<file path="src/rtl/cache_pkg.sv">
// cache_pkg: default geometry and FSM state encoding shared by
// the cache miss handler and its victim pointer.
package cache_pkg;

   localparam int ADDR_W   = 16;
   localparam int DATA_W   = 32;
   localparam int NUM_WAYS = 256;
   localparam int TIMEOUT  = 255;

   typedef enum logic [2:0] {
      IDLE,
      LOOKUP,
      MEM_REQ,
      MEM_WAIT,
      FILL,
      RESP
   } state_t;

endpackage

</file>
<file path="src/rtl/cache_victim_ptr.sv">
// cache_victim_ptr: round-robin way pointer, wraps NUM_WAYS-1 -> 0.
// Ports: clk, rst (async high), inc (advance), ptr (current way).
module cache_victim_ptr #(
   parameter int NUM_WAYS = cache_pkg::NUM_WAYS,
   parameter int PTR_W    = $clog2(NUM_WAYS)
) (
   input  logic             clk,
   input  logic             rst,
   input  logic             inc,
   output logic [PTR_W-1:0] ptr
);

   import cache_pkg::*;

   localparam logic [PTR_W-1:0] LAST = PTR_W'(NUM_WAYS - 1);

   always_ff @(posedge clk or posedge rst) begin
      if (rst) begin
         ptr <= '0;
      end else if (inc) begin
         ptr <= (ptr == LAST) ? '0 : ptr + 1'b1;
      end
   end

endmodule

</file>
<file path="src/rtl/cache_miss_handler.sv">
// cache_miss_handler: single-outstanding lookup/miss/fill sequencer.
// Ports: core req (valid/ready/addr), cache lookup (addr, hit, data),
// memory req/rsp, way fill, core rsp (data/hit/err), hit/miss stats.
module cache_miss_handler #(
   parameter int ADDR_W   = cache_pkg::ADDR_W,
   parameter int DATA_W   = cache_pkg::DATA_W,
   parameter int NUM_WAYS = cache_pkg::NUM_WAYS,
   parameter int TIMEOUT  = cache_pkg::TIMEOUT
) (
   input  logic                        clk,
   input  logic                        rst,
   input  logic                        req_valid,
   output logic                        req_ready,
   input  logic [ADDR_W-1:0]           req_addr,
   output logic [ADDR_W-1:0]           cache_addr,
   input  logic                        hit_in,
   input  logic [DATA_W-1:0]           cache_data_in,
   output logic                        mem_req_valid,
   input  logic                        mem_req_ready,
   output logic [ADDR_W-1:0]           mem_req_addr,
   input  logic                        mem_rsp_valid,
   input  logic [DATA_W-1:0]           mem_rsp_data,
   output logic                        fill_valid,
   output logic [$clog2(NUM_WAYS)-1:0] fill_way,
   output logic [ADDR_W-1:0]           fill_tag,
   output logic [DATA_W-1:0]           fill_data,
   output logic                        rsp_valid,
   input  logic                        rsp_ready,
   output logic [DATA_W-1:0]           rsp_data,
   output logic                        rsp_hit,
   output logic                        rsp_err,
   output logic [15:0]                 hit_count,
   output logic [15:0]                 miss_count
);

   import cache_pkg::*;

   localparam int CNT_W = $clog2(TIMEOUT + 1);
   localparam logic [CNT_W-1:0] TO_VAL = CNT_W'(TIMEOUT);

   state_t            state_q;
   state_t            state_d;
   logic [ADDR_W-1:0] addr_q;
   logic [DATA_W-1:0] data_q;
   logic              hit_q;
   logic              err_q;
   logic [CNT_W-1:0]  cnt_q;
   logic [CNT_W-1:0]  cnt_inc;

   // cnt_inc is the number of MEM_WAIT cycles including this one
   assign cnt_inc      = cnt_q + 1'b1;
   assign cache_addr   = addr_q;
   assign mem_req_addr = addr_q;
   assign fill_tag     = addr_q;
   assign fill_data    = data_q;
   assign rsp_data     = data_q;
   assign rsp_hit      = hit_q;
   assign rsp_err      = err_q;

   cache_victim_ptr #(
      .NUM_WAYS (NUM_WAYS)
   ) u_victim (
      .clk (clk),
      .rst (rst),
      .inc (fill_valid),
      .ptr (fill_way)
   );

   always_comb begin
      state_d       = state_q;
      req_ready     = 1'b0;
      mem_req_valid = 1'b0;
      fill_valid    = 1'b0;
      rsp_valid     = 1'b0;
      unique case (state_q)
         IDLE: begin
            req_ready = 1'b1;
            if (req_valid) state_d = LOOKUP;
         end
         LOOKUP: begin
            state_d = hit_in ? RESP : MEM_REQ;
         end
         MEM_REQ: begin
            mem_req_valid = 1'b1;
            if (mem_req_ready) state_d = MEM_WAIT;
         end
         MEM_WAIT: begin
            // returned data beats a timeout landing on the same cycle
            if (mem_rsp_valid) state_d = FILL;
            else if (cnt_inc == TO_VAL) state_d = RESP;
         end
         FILL: begin
            fill_valid = 1'b1;
            state_d    = RESP;
         end
         RESP: begin
            rsp_valid = 1'b1;
            if (rsp_ready) state_d = IDLE;
         end
         default: state_d = IDLE;
      endcase
   end

   always_ff @(posedge clk or posedge rst) begin
      if (rst) begin
         state_q    <= IDLE;
         addr_q     <= '0;
         data_q     <= '0;
         hit_q      <= 1'b0;
         err_q      <= 1'b0;
         cnt_q      <= '0;
         hit_count  <= '0;
         miss_count <= '0;
      end else begin
         state_q <= state_d;
         case (state_q)
            IDLE: begin
               if (req_valid) begin
                  addr_q <= req_addr;
                  hit_q  <= 1'b0;
                  err_q  <= 1'b0;
               end
            end
            LOOKUP: begin
               if (hit_in) begin
                  data_q <= cache_data_in;
                  hit_q  <= 1'b1;
                  if (hit_count != 16'hFFFF)
                     hit_count <= hit_count + 16'd1;
               end else if (miss_count != 16'hFFFF) begin
                  miss_count <= miss_count + 16'd1;
               end
            end
            MEM_REQ: begin
               cnt_q <= '0;
            end
            MEM_WAIT: begin
               cnt_q <= cnt_inc;
               if (mem_rsp_valid) begin
                  data_q <= mem_rsp_data;
               end else if (cnt_inc == TO_VAL) begin
                  data_q <= '0;
                  err_q  <= 1'b1;
               end
            end
            default: ;
         endcase
      end
   end

endmodule
</file>
<file path="config.mk">
export PLATFORM = sky130hd
export DESIGN_NAME = cache_miss_handler
export DESIGN_NICKNAME = d
export VERILOG_FILES = /design/src/rtl/cache_pkg.sv /design/src/rtl/cache_victim_ptr.sv /design/src/rtl/cache_miss_handler.sv
export SDC_FILE = /design/constraint.sdc
export NUM_CORES = 1
export LEC_CHECK = 0
export BUFFER_PORTS_ARGS = -buffer_cell sky130_fd_sc_hd__buf_4
export CAP_MARGIN = 15
export CORE_MARGIN = 2
export CORE_UTILIZATION = 50
export DETAILED_ROUTE_END_ITERATION = 16
export GPL_TIMING_DRIVEN = 0
export PLACE_DENSITY = 0.85
export SYNTH_ARGS = -nofsm -noshare
export SYNTH_HDL_FRONTEND = slang
export SYNTH_SLANG_ARGS = --single-unit
</file>
<file path="constraint.sdc">
create_clock -name clk -period 6.8 [get_ports clk]
set_input_delay 1.02 -clock clk [delete_from_list [all_inputs] [get_ports clk]]
set_output_delay 1.02 -clock clk [all_outputs]
set_load 0.05 [all_outputs]
</file>
==> out/metrics.cfg <==
[worst_setup_path]
cp.required_ns = 5.78
slowest_delay_ns = 0.42
critPathKind = reg -> out
slowest_stage = clkbuf_1
crit_chain = buf_2 > nand2b_1 > clkbuf_1 > nor2_1 > buf_4
critPathLaunchType = flop
crit_fanout = 10
critPathCaptureType = output pin
cp.arrival_ns = 1.96

[yosys]
netlist_area_sq_um = 5150
synth.most_common_cell = dfrtp_1
synth-seq-cells = 101
synth_top_cell_by_area = dfrtp_1
synth.top_cell.area_share_pct = 49.0
synth.yosys.seq_area_share_pct = 49.0
synth_cells = 550
synthFlopType = dfrtp_1
ys_types = 47
synth_commonest_cells = dfrtp_1 (101), nand2_1 (75), buf_4 (65)
syn_area_per_cell_sq_um = 9.37
synth-edff-count = 0
async_flop_share_pct = 100
synth_fp_nets = 642
yosysWarnings = 0
ys_top_cells_by_area = dfrtp_1 (49%), buf_4 (9.5%), nand2_1 (5.5%)

[min_path]
hp-class = reg -> reg

[sta]
max_freq_mhz = 336
finalHoldViolations = 0
report.final.slew_viol_count = 0
fin_crit_ns = 2.98
worstMarginPinSlew_ns = 0.684
setup_violations = 0
rsz0062_at_grt = no
relSlewSlack_pct = 54.3
fin_tns_setup_ns = 0
finClkSkew_ns = 0.00970
period_share_pct = 43.8

[placement]
dp_hpwl_microns = 11200
io_buffer_count = 244
dp_cells = 931
gp_congestion = 0.874
place_area_sq_um = 7190

[clock_network]
clk_path_buf_depth = 2
clkLatencyLatePin_ns = 0.35
ctsHoldBuffers = 0
ctsResizeCount = 0
cts_buffers = 9
cts-root-buf = clkbuf_8
clkSinkCount = 101
cts_tree = built
cts_setup_buffers = 0
clk_pin_slew_ns = 0.10
h-tree-depth = 3

[drt]
drc_errors = 0
via_count = 4984
vias_per_cell = 5.26
drt-total-wl_microns = 14400
ant_nets = 0
first_iter_violations = 247
drt_pass1_iterations = 5
wl_per_cell_microns = 15.2

[global_route]
grt_max_degree = 54
grt_pass1_wl_microns = 23200
antenna_found_initial = 0
overflow = 0
grt_pass1_vias = 4880
grt_use_total_pct = 25.6

[floorplanning]
row_count = 37
die_w_microns = 106
ios = 245
die_h_microns = 106
dieArea_sq_um = 11100
start_util_pct = 50.6
core_sq_um = 10200

[flow_run]
drv_cap = 0

[power_and_ir_drop]
finalPower_mw = 4.15
power_density_nw_per_um2 = 562
vdd_drop_max_mv = 0.390
leakagePower_nw = 3.74

[finish]
fin_cells = 947
syn_to_final_growth_pct = 43.3
fin_area_sq_um = 7380
fin_nets = 898
drive_gt1_share_pct = 42.5
n_antenna_cell = 0

[outcome]
outcome = complete, no violations

==> per-stage QoR <==
stage	setup WS, ns	hold WS [ns]	util, %
6_report	3.82	0.488	72.5
3_5_place_dp	4.19	0.470	70.6
4_1_cts	3.82	0.493	72.5
3_3_place_gp	2.05	0.467	70.3
2_1_floorplan	3.13	0.492	-
5_1_grt	3.69	0.524	72.5
==> cells by family after synthesis <==
family                   Yosys count  share of synthesized area (%)
AND/OR/NAND/NOR                  232                           21.8
XOR/XNOR                          34                           5.78
buffers and inverters            101                           12.4
flip-flops                       101                           49.0
AO/OA/AOI/OAI                     70                           8.33
adder cells (fa/ha/maj)            5                           1.21
multiplexers                       7                           1.46
==> flip-flops by register name, indices dropped and copies added (netlist names) <==
| register | flops |
|---|---|
| u_victim.ptr | 8 |
| hit_count | 16 |
| rsp_hit | 1 |
| rsp_err | 1 |
| miss_count | 16 |
| state_q | 3 |
| cnt_q | 8 |
| fill_data | 32 |
| cache_addr | 16 |
==> final timing paths <==
check,cells after the start,from,endpoint,slack [ns]
min in group asynchronous,2,rst,hit_count[13]$_DFFE_PP0P_,0.77
hold / removal,2,rsp_hit$_DFFE_PP0P_,rsp_hit$_DFFE_PP0P_,0.49
setup reg to reg,6,cnt_q[0]$_DFFE_PP0P_,fill_data[25]$_DFFE_PP0P_,4.53
setup / recovery,5,state_q[2]$_DFFE_PP0P_,mem_req_valid,3.82
hold reg to reg,2,rsp_hit$_DFFE_PP0P_,rsp_hit$_DFFE_PP0P_,0.49
max in group asynchronous,3,rst,cnt_q[3]$_DFFE_PP0P_,5.36
==> critical path, delay by kind of cell, from the launching register on <==
family                 cells  cell delay [ns]
flip-flops                 1             0.40
AND/OR/NAND/NOR            2             0.35
buffers and inverters      3             0.86
==> area by class of cell <==
| class | count | area, sq um |
|---|---|---|
| flip-flops and latches | 101 | 2530 |
| clock inverters | 7 | 73.8 |
| clock buffers | 9 | 124 |
| fillers | 785 | 2800 |
| repair buffers | 245 | 1860 |
| inverters | 14 | 55.1 |
| multi-input cells | 348 | 1990 |
| plain buffers | 87 | 588 |
| well taps | 136 | 170 |
==> power by group <==
part	internal (mW)	switching (mW)	total (mW)
Combinational	0.907	1.85	2.76
Sequential	0.800	0.207	1.01
Clock	0.172	0.210	0.382
==> cell usage in the layout, fill, tap and decap left out, types with 9 or more instances in the layout <==
cell type,n
buf_4,309
dfrtp_1,101
nand2_1,75
nor2_1,55
nor3_1,42
o22ai_1,35
xnor2_1,22
nand3_1,16
o21ai_0,13
inv_1,13
clkbuf_1,12
xor2_1,12
nand4_1,11
clkbuf_8,9
==> routing by layer <==
metal,vias up,part of all wire [%],GRT usage [%]
met5,-,0,0
met4,0,3.0,9.59
met3,39,7.0,5.38
met2,211,51,44.3
met1,2398,39,31.6
li1,2336,-,-
Power figures use the tool's default switching activity.
